**src/rtl/muldiv_unit.sv**
```systemverilog
// muldiv_unit: multi-cycle integer multiply/divide unit holding the HI/LO
// registers (MULT, MULTU, DIV, DIVU, MTHI, MTLO).
//
// Ports:
//   clk    - clock, all state changes on the rising edge
//   rst    - synchronous active-high reset; aborts any operation in flight
//   start  - launch an operation (sampled only while idle)
//   op     - 0 MULT, 1 MULTU, 2 DIV, 3 DIVU (sampled with start)
//   A, B   - multiplicand/multiplier or dividend/divisor
//   hi_we  - MTHI: load wdata into hi while idle
//   lo_we  - MTLO: load wdata into lo while idle
//   wdata  - MTHI/MTLO data
//   busy   - high from the start edge through the done cycle
//   done   - one-cycle pulse, hi/lo already hold the new result
//   hi, lo - architectural HI/LO registers
//
// One operation takes WIDTH iteration cycles plus one done cycle. Multiply
// is shift-add and divide is restoring shift-subtract; both run on a single
// 2*WIDTH accumulator. Operand magnitudes are latched at start, and the sign
// is applied when the result is written back.

module muldiv_unit #(
  parameter int unsigned WIDTH = 32
) (
  input  logic             clk,
  input  logic             rst,
  input  logic             start,
  input  logic [1:0]       op,
  input  logic [WIDTH-1:0] A,
  input  logic [WIDTH-1:0] B,
  input  logic             hi_we,
  input  logic             lo_we,
  input  logic [WIDTH-1:0] wdata,
  output logic             busy,
  output logic             done,
  output logic [WIDTH-1:0] hi,
  output logic [WIDTH-1:0] lo
);

  localparam int unsigned CW = (WIDTH > 1) ? $clog2(WIDTH) : 1;
  localparam logic [CW-1:0] LAST_ITER = CW'(WIDTH - 1);

  typedef enum logic [1:0] {
    S_IDLE,
    S_CALC,
    S_DONE
  } state_t;

  state_t             r_state;
  logic               r_is_div;
  logic               r_neg_q;   // sign of the product or the quotient
  logic               r_neg_r;   // sign of the remainder
  logic [WIDTH-1:0]   r_opnd;    // multiplicand magnitude, or divisor magnitude
  logic [2*WIDTH-1:0] r_acc;
  logic [CW-1:0]      r_cnt;
  logic               r_busy;
  logic               r_done;
  logic [WIDTH-1:0]   r_hi;
  logic [WIDTH-1:0]   r_lo;

  // Launch-time decode
  logic               w_signed;
  logic               w_a_neg;
  logic               w_b_neg;
  logic [WIDTH-1:0]   w_mag_a;
  logic [WIDTH-1:0]   w_mag_b;

  // Iteration datapath
  logic [WIDTH:0]     w_sum;
  logic [2*WIDTH-1:0] w_mul_nxt;
  logic [WIDTH:0]     w_rem_sh;
  logic               w_ge;
  logic [WIDTH-1:0]   w_rem_sub;
  logic [2*WIDTH-1:0] w_div_nxt;
  logic [2*WIDTH-1:0] w_acc_nxt;

  // Sign-corrected writeback values
  logic [2*WIDTH-1:0] w_prod_fix;
  logic [WIDTH-1:0]   w_quo_fix;
  logic [WIDTH-1:0]   w_rem_fix;

  always_comb begin
    w_signed = ~op[0];
    w_a_neg  = w_signed & A[WIDTH-1];
    w_b_neg  = w_signed & B[WIDTH-1];
    w_mag_a  = w_a_neg ? -A : A;
    w_mag_b  = w_b_neg ? -B : B;
  end

  always_comb begin
    // Multiply: acc[WIDTH-1:0] holds the remaining multiplier bits; the
    // carry out of the add is shifted back into the top of acc.
    w_sum     = {1'b0, r_acc[2*WIDTH-1:WIDTH]} + (r_acc[0] ? {1'b0, r_opnd} : '0);
    w_mul_nxt = {w_sum, r_acc[WIDTH-1:1]};

    // Divide: acc = {rem, quo}. The shifted remainder needs one extra bit
    // because the divisor may use all WIDTH bits.
    w_rem_sh  = r_acc[2*WIDTH-1:WIDTH-1];
    w_ge      = (w_rem_sh >= {1'b0, r_opnd});
    w_rem_sub = w_rem_sh[WIDTH-1:0] - r_opnd;
    w_div_nxt = w_ge ? {w_rem_sub, r_acc[WIDTH-2:0], 1'b1}
                     : {r_acc[2*WIDTH-2:0], 1'b0};

    w_acc_nxt = r_is_div ? w_div_nxt : w_mul_nxt;
  end

  // Writeback uses the value of the final iteration directly, so the
  // result lands on the same edge that completes the last iteration.
  always_comb begin
    w_prod_fix = r_neg_q ? -w_acc_nxt : w_acc_nxt;
    w_quo_fix  = r_neg_q ? -w_acc_nxt[WIDTH-1:0] : w_acc_nxt[WIDTH-1:0];
    w_rem_fix  = r_neg_r ? -w_acc_nxt[2*WIDTH-1:WIDTH] : w_acc_nxt[2*WIDTH-1:WIDTH];
  end

  always_ff @(posedge clk) begin
    if (rst) begin
      r_state  <= S_IDLE;
      r_is_div <= 1'b0;
      r_neg_q  <= 1'b0;
      r_neg_r  <= 1'b0;
      r_opnd   <= '0;
      r_acc    <= '0;
      r_cnt    <= '0;
      r_busy   <= 1'b0;
      r_done   <= 1'b0;
      r_hi     <= '0;
      r_lo     <= '0;
    end else begin
      case (r_state)
        S_IDLE: begin
          r_done <= 1'b0;
          if (start) begin
            r_state  <= S_CALC;
            r_busy   <= 1'b1;
            r_is_div <= op[1];
            r_neg_q  <= w_a_neg ^ w_b_neg;
            r_neg_r  <= op[1] & w_a_neg;
            r_cnt    <= '0;
            if (op[1]) begin
              r_opnd <= w_mag_b;
              r_acc  <= {{WIDTH{1'b0}}, w_mag_a};
            end else begin
              r_opnd <= w_mag_a;
              r_acc  <= {{WIDTH{1'b0}}, w_mag_b};
            end
          end else begin
            if (hi_we) r_hi <= wdata;
            if (lo_we) r_lo <= wdata;
          end
        end

        S_CALC: begin
          r_acc <= w_acc_nxt;
          r_cnt <= r_cnt + CW'(1);
          if (r_cnt == LAST_ITER) begin
            r_state <= S_DONE;
            r_done  <= 1'b1;
            if (r_is_div) begin
              r_lo <= w_quo_fix;
              r_hi <= w_rem_fix;
            end else begin
              {r_hi, r_lo} <= w_prod_fix;
            end
          end
        end

        S_DONE: begin
          r_state <= S_IDLE;
          r_done  <= 1'b0;
          r_busy  <= 1'b0;
        end

        default: begin
          r_state <= S_IDLE;
          r_done  <= 1'b0;
          r_busy  <= 1'b0;
        end
      endcase
    end
  end

  assign busy = r_busy;
  assign done = r_done;
  assign hi   = r_hi;
  assign lo   = r_lo;

endmodule

```
**config.mk**
```make
export PLATFORM = sky130hd
export DESIGN_NAME = muldiv_unit
export DESIGN_NICKNAME = d
export VERILOG_FILES = /design/src/rtl/muldiv_unit.sv
export SDC_FILE = /design/constraint.sdc
export NUM_CORES = 1
export LEC_CHECK = 0
export ABC_CLOCK_PERIOD_IN_PS = 9400
export CAP_MARGIN = 20
export CELL_PAD_IN_SITES_DETAIL_PLACEMENT = 1
export CELL_PAD_IN_SITES_GLOBAL_PLACEMENT = 2
export CORE_AREA = 2 2 212 214
export DETAILED_ROUTE_END_ITERATION = 10
export DIE_AREA = 0 0 214 216
export GPL_TIMING_DRIVEN = 0
export PLACE_DENSITY_LB_ADDON = 0.1
export SETUP_SLACK_MARGIN = 0.4
export SYNTH_ARGS = -nofsm -noshare
export SYNTH_HDL_FRONTEND = slang
export SYNTH_SLANG_ARGS = --single-unit
```
**constraint.sdc**
```tcl
create_clock -name clk -period 9.4 [get_ports clk]
set_clock_uncertainty 0.15 [all_clocks]
set_input_delay 1.88 -clock clk [delete_from_list [all_inputs] [get_ports clk]]
set_output_delay 1.88 -clock clk [all_outputs]
set_load 0.01 [all_outputs]
```
Yosys cells after proc, flatten, opt, wreduce, memory -nomap -nowiden
Index checks and enable logic that the tools add are counted.

Flip-flop bits (word level): 172. Output and inout port bits: 66.

Add/sub/neg operators: 8. Order comparisons: 1. Equality and inequality tests: 7. Mux-type cells: 29. Bitwise gates (word level): 6. Reductions and logical operators: 9.

Operator list (number): $mux 32 (15); $mux 64 (4); $neg 32->32 (4); $pmux 32 s2 (2); $pmux 64 s2 (1); $neg 64->64 (1); $add 32x32->33 (1); $ge 33x32->1 (1); $sub 32x32->32 (1); $ne 2x2->1 const B (5); $pmux 5 s2 (1); $reduce_and 2->1 (4); $reduce_and 4->1 (2); $add 5x1->5 const B (1); $eq 5x5->1 const B (1); $mux 5 (1); $mux 2 (2); $pmux 2 s2 (1); $and 1x1->1 (3); $eq 2x1->1 const B (1); $logic_not 2->1 (1); $not 1->1 (2); $pmux 1 s2 (1); $reduce_bool 2->1 (1); other kinds (3) (3).

Logic depth before layout (Yosys ltp)
Word-level depth: 8. Mapped depth: 25. Depth with buffers taken out: 23.

Worst setup path after synthesis
OpenSTA, ideal clock, no wires.

Path kind: reg-to-reg. Start point: reg r_is_div. End point: reg r_hi[26] (netlist: hi[26]). Library setup time: 0.091 ns. Arrival: 5.770 ns. Data required time: 9.159 ns. Setup slack: 3.389 ns. Cell stages (with the launch flop): 26. Period minus slack after synthesis: 6.011 ns. Cells stage by stage: dfxtp_1 > buf_6 > clkbuf_1 > buf_2 > buf_2 > buf_2 > buf_2 > buf_2 > buf_2 > clkbuf_1 > buf_2 > mux2i_1 > ha_1 > nor3b_1 > o221ai_1 > or4_1 > or4b_1 > nor3_2 > a21oi_1 > nor2_1 > and3_1 > nand4_1 > o21ai_1 > xor2_1 > nand2_1 > a311oi_1.

Longest elaborated chain between the ends: 6.

RTL lines: start, declared (line 50) `logic r_is_div;`; start signal, assigned (line 135) `r_is_div <= op[1];`; $mux 64 (line 104) `w_acc_nxt = r_is_div ? w_div_nxt : w_mul_nxt;`; $neg 64->64 / $neg 32->32 (equally long branches) (line 110, 112); $mux 64 / $mux 32 (equally long branches) (line 110, 112); $mux 32 (*) (line 158) `if (r_is_div) begin`; $mux 32 (*) (line 155) `if (r_cnt == LAST_ITER) begin`; $pmux 32 s2 (*) (line 129) `case (r_state)`; end signal, assigned (line 147) `if (hi_we) r_hi <= wdata;`; end signal, assigned (line 160) `r_hi <= w_rem_fix;`; end signal, assigned (line 162) `{r_hi, r_lo} <= w_prod_fix;`; end, declared (line 58) `logic [WIDTH-1:0] r_hi;`.

Every way passes the cells marked *; elsewhere a longest branch is shown, timed or not. The select of a mux whose other input is x is not followed. A chain may end at the register's enable or synchronous reset.

Final worst setup path
Ends and elaborated chain as after synthesis.

==> summary.md <==
| Metric | Value |
|---|---|
| Crit-path leading delay family | buffers and inverters |
| MaxCap Viol Count | 0 |
| Multi-input logic area | between 10000 and 15000 um2 |
| Crit Path Max Fanout | 10 |
| Core Region | approximately 44000 um2 |
| Share of cells above drive strength 1 | 0.04996 |
| ANT nets after route | 0 |
| Met2 WL post-DR | roughly 35000 um |
| Crit path top cell by count | buf_2 |
| Final hold vios | 0 |
| Max-slew violations | 0 |
| Initial Util | 0.3582 |
| Worst IR Drop VDD | 0.0001133 V |
| Setup slack after layout | 776.3 ps |
| Crit. End Element | flip-flop |
| DR WL met3 | 5352 um |
| Hpwl dp | 65190 um |
| CP startpoint kind | flip-flop |
| CP Data Arrival Time | 8860 ps |
| Global route overflow | 0 |
| Clock Latency Late Sink | 480 ps |
| R2R setup slack | 780 ps |
| Critical path origin | r_is_div |
| H-Tree Depth | 4 |
| Critical path's slowest cell | or4_1 |
| Initial antenna violation count | 0 |
| FF-to-FF Start | r_is_div |
| RSZ-0062 raised after global routing | false |
| Pleak | 6.859 nW |
| Cells after Synth | 2203 |
| Drt pass-1 iters | 6 |
| Commonest non-fill, non-tap cell in the layout | nand2_1 |
| Final Total Pwr | 2.678 mW |
| WP data required | 9630 ps |
| Ant diodes | 0 |
| Post-route setup TNS | 0 ps |
| First-pass GRT wire length | approximately 120000 um |
| Via count | 18180 |
| FILL cells | between 5000 and 6000 |
| Number of remaining DRC errors | 0 |
| Die ar. | 46220 um2 |
| Post-layout min period | 8624 ps |
| Final wirelength | 79150 um |
| Vias per inst | 6.073 |
| Largest net degree at the start of global routing | 17 |
| Worst R2R Path Depth | 25 |
| Synth warn | 0 |
| Port bufs | 166 |
| DR iter-0 viols | 1721 |
| Top Metal Used | met4 |
| Hold Startpoint | r_opnd[20] |
| Post-Syn Area | between 15000 and 20000 um2 |
| Slew margin rel. | 0.1800 |
| Most frequent cells in the layout | nand2_1, nor2_1, a21oi_1 |
| Die Width | between 200 and 250 um |
| Area post-placement | 18110 um2 |
| Avg WL per Cell | 26.44 um |
| Vias in the first global route | 17860 |
| Die extent in y | ~220 um |
| Synth Net Count | 2378 |
| # setup viols final | 0 |
| CTS tree | done |
| Post-route cell area | approximately 19000 um2 |
| Crit path largest cell delay | 690 ps |
| Ports | 169 |
| Placement Setup Slack | 375.9 ps |
| Tightest Hold Check Type | reg -> reg |
| Final Instance Count excl. Fillers | ~3000 |
| Critical Path Sink | hi[26] |
| Critical setup path kind | reg -> reg |
| FF+latch area | about 3400 um2 |
| Clk root buf | clkbuf_16 |
| Number of synthesized flops with an enable pin | 0 |
| Worst-margin pin slew | around 1200 ps |
| CTS buffer count | 17 |
| Count of state elements after synthesis | 172 |
| Cell count along the critical path | 25 |
| Max Clock Freq | between 100 and 150 MHz |
| Post-synthesis cell type count | 100 |
| Worst r2r dst | hi[26] |
| Average size of a mapped cell | 7.127 um2 |
| Ys async rst share | 0 |
| Status | completed |
| Routed length on met1 | 37330 um |
| Layout Nets | 2564 |
| PwrDens | 143.0 nW/um2 |
| GR Util All Layers | 0.3342 |
| Worst path bufs/invs | 10 |
| Setup Buffers After CTS | 0 |
| Gpl congestion | 0.9637 |
| Area delta synth->final | 19.28% |
| Crit share post-route | 0.9174 |
| Commonest register cell after synthesis | dfxtp_1 |
| DP Cell Count | 2962 |
| CTS clk-pin slew, worst paths | 80 ps |
| Clock sink count | between 150 and 200 |
| Register area share after synthesis | 0.2193 |
| Row cnt | 77 |
| CTS max path bufs | 2 |
power breakdown:
group          switching, mW  total [mW]  internal [mW]  leakage [nW]
combinational          0.718        1.08          0.361          5.16
clock                  0.343       0.776          0.434         0.293
sequential            0.0464       0.823          0.777          1.41
total                   1.11        2.68           1.57          6.86
final cells by class:
class	count	area share
clock buffer	19	0.02419
clock inverter	13	0.008753
multi-input combinational	1818	0.6089
sequential	172	0.1839
tap	592	0.03955
buffer	146	0.03234
timing repair buffer	167	0.08900
inverter	67	0.01343
cell usage after synthesis, drive strengths merged, types with 21 or more instances:
cell / number / area share
xor2: 71 / 0.040
clkbuf: 112 / 0.027
inv: 67 / 0.016
o211ai: 51 / 0.025
dfxtp: 172 / 0.22
o21a: 21 / 0.010
a311oi: 46 / 0.028
o21ai: 132 / 0.043
ha: 70 / 0.056
xnor2: 80 / 0.045
a31oi: 34 / 0.014
a211oi: 45 / 0.022
buf: 34 / 0.012
nor2: 269 / 0.064
nand2: 289 / 0.069
o31ai: 26 / 0.014
nor3: 60 / 0.020
a21oi: 221 / 0.072
mux2i: 42 / 0.027
state kept, by name, summed over array words and instances (netlist names):
| register | cells |
|---|---|
| r_acc | 64 |
| hi | 32 |
| lo | 32 |
| r_opnd | 32 |
| r_cnt | 5 |
| r_state | 2 |
| busy | 1 |
| done | 1 |
| r_is_div | 1 |
| r_neg_q | 1 |
| r_neg_r | 1 |
worst min path at each step:
stage,endpoint,slack [ps],cells after the start
after floorplan,r_opnd[13],280,2
after global placement,hi[8],290,2
after detailed placement,hi[8],300,2
after CTS,hi[8],310,2
after global routing,hi[8],320,2
final,r_opnd[20],300,2
worst min-delay path, stage by stage, from the launching register on:
cell and delay (ps):
dfxtp_1 310, nand2_1 50, a21oi_1 50
layer usage:
metal  vias up  global-route usage
met5         -                   0
met4         0             0.09021
met3        81             0.05187
met2       687              0.5219
met1      9018              0.4755
li1       8396                   -
logic make-up (layout without fill, tap and decap cells):
kind of cell / Yosys count / in the layout / synth area share
and+or+nand+nor: 822 / 822 / 0.2404
AOI/OAI and AO/OA: 722 / 722 / 0.3100
buffers and inverters: 213 / 412 / 0.05443
DFF: 172 / 172 / 0.2193
xor gates and xnor gates: 151 / 151 / 0.08424
adders and majority gates: 72 / 72 / 0.05834
muxes: 51 / 51 / 0.03323
metrics by stage:
step / hold slack [ps] / util
finish: 304.5 / 0.4272
CTS: 305.2 / 0.4272
detailed placement: 295.7 / 0.4131
global placement: 292.3 / 0.4130
global route: 323.2 / 0.4272
floorplan: 281.9 / -
timing repair:
action | in CTS | in global routing
endpoints found under the setup margin | 2 | 2
cloned | 0 | 0
hold buffers | 0 | 0
resized for setup | 1 | 2
Power figures use the tool's default switching activity.
==> RTL change, RTL diff (same flow settings) <==
The parameter `WIDTH` goes from 32 to 16.
--- a/src/rtl/muldiv_unit.sv
+++ b/src/rtl/muldiv_unit.sv
@@ -20,7 +20,7 @@
 // is applied when the result is written back.
 
 module muldiv_unit #(
-  parameter int unsigned WIDTH = 32
+  parameter int unsigned WIDTH = 16
 ) (
   input  logic             clk,
   input  logic             rst,
Ports: changed (5 resized); port bits go from 169 to 89. No check against the original RTL was run, so the function may have changed too.
==> RTL change against the original RTL <==
Combinational power is 52% lower; setup slack improved by 3300 ps; sequential cell count decreased by 81; design area shrank 48%; hold slack gained 28 ps; largest power group unchanged; via count down 55%; power fell by 49%; sequential share of layout area increased by 0.37 points; wire length is 51% lower; area after synthesis decreased by 50%; critical path depth decreased by 6.
==> RTL change: results (changes against the original RTL) <==
** Status
- Outcome :: finished clean

** Synth
- Adder-cell share of the synthesized area :: 6.45% (+0.62 points)
- Compound-Gate Fraction of Synth Area :: 28.6% (-2.4 points)
- Mux share of post-synthesis cell area :: 3.27% (-0.050 points)
- The synthesized area divided by synthesized cell count was 7.46 um2 (+4.6%).
- The count of different cell masters after synthesis came to 84 (-16%).
- After synthesis, the cell types taking the most area are dfxtp_1 23%, a21oi_1 6.2%, nand2_1 6.1%.
- By count the netlist is led by 126 x nand2_1, 107 x nor2_1, 96 x a21oi_1.
- Part of the Yosys area used for sequential elements :: 23.4% (+1.4 points)
- The net count of the mapped netlist was 1,140 (-52%).

** Layout
- Register with the most flip-flops :: r_acc
- The share of final-layout standard cells stronger than drive strength 1 was 6.27% (+1.3 points).
- Flip-flop count of the largest register after layout :: 32 (-50%)
- Total Nets Final :: 1,238 (-52%)

** Power
- The static leakage power is 3.59 nW (-48%).
- The internal power of the cells is 0.000811 W (-48%).
- Seq. pwr :: 0.000440 W (-47%)
- Peak supply drop :: 0.0919 mV (-19%)
- Net switching power :: 0.000543 W (-51%)

** STA
- The tightest hold margin was 333 ps (+28.2 ps).
- The transition time of the tightest slew-check pin came to 937 ps (-285 ps).
- Final worst slack :: 4090 ps (+3320 ps)

** Place
- Instance area at placement :: 9410 um2 (-48%)
- The HPWL after detailed placement was 31.8 mm (-51%).
- Pre-CTS setup slack :: 4050 ps (+3680 ps)
- The number of port buffers came to 86 (-48%).
- Global placement routability congestion :: 0.786 (-18%)

** Global routing
- The via count of the first global-routing pass came to 8,578 (-52%).
- The met3 track demand over resource came to 1.68% (-3.5 points).
- The global-route track usage on met2 came to 28.1% (-24 points).
- Initial antenna violation count :: 2 (+2)
- Global-route wire length before repair :: 56.8 mm (-51%)
- Global-route track usage on met1 :: 22.1% (-25 points)
- Overall routing resource usage :: 16.6% (-17 points)

** Min path
- Kind of path behind the tightest hold check :: flip-flop to flip-flop
- Hold Path Origin :: r_opnd[2]
- The path with the worst hold slack has its endpoint at r_opnd[2].

** Routing
- The detailed-route wire length per cell is 22.1 um (-17%).
- Routed vias/inst :: 4.65 (-23%)
- The wire length on met2 came to 18.3 mm (-47%).
- Total length of routed met3 wires :: 677 um (-87%)
- Post-Route M1 WL :: 18.8 mm (-50%)
- The total wire length after detailed routing is 38.5 mm (-51%).

** Worst setup path
- The delay of the slowest cell on the worst path is 500 ps (-190 ps).
- Largest delay share family, worst path :: compound AO/OA/AOI/OAI gates
- Cell with the largest stage delay on the worst path :: nor3_1

** Clock tree
- Skew-Pair Late Insertion Delay :: 370 ps (-110 ps)
- Post-CTS sizing :: 0 (-1)
- The deepest level of the CTS H-tree was 3 (-1).
## RTL change: cell count changes in the layout (fill, tap and decap cells not counted), moves of 29 or more
cell / before / now
o211ai_1: 50 / 21
a21oi_1: 215 / 96
nand2_1: 289 / 126
dfxtp_1: 172 / 91
xnor2_1: 80 / 40
ha_1: 70 / 37
clkdlybuf4s50_1: 166 / 87
o21ai_0: 123 / 76
nor2_1: 269 / 107
clkbuf_1: 110 / 39
xor2_1: 71 / 34
## RTL change: cell type report
cell class,count,area (um2)
Clock inverter,7,73.8
Inverter,42,158
Multi-Input combinational cell,854,5450
Buffer,59,373
Clock buffer,9,225
Sequential cell,91,1820
Timing Repair Buffer,87,868
Fill cell,5271,34100
Tap cell,592,741
Antenna cell,2,5.00
## RTL change: logic make-up after synthesis
logic type | Yosys count
muxes | 25
DFF | 91
and+or+nand+nor | 381
adders and majority gates | 39
AOI/OAI and AO/OA | 335
buffers and inverters | 101
xor gates and xnor gates | 74
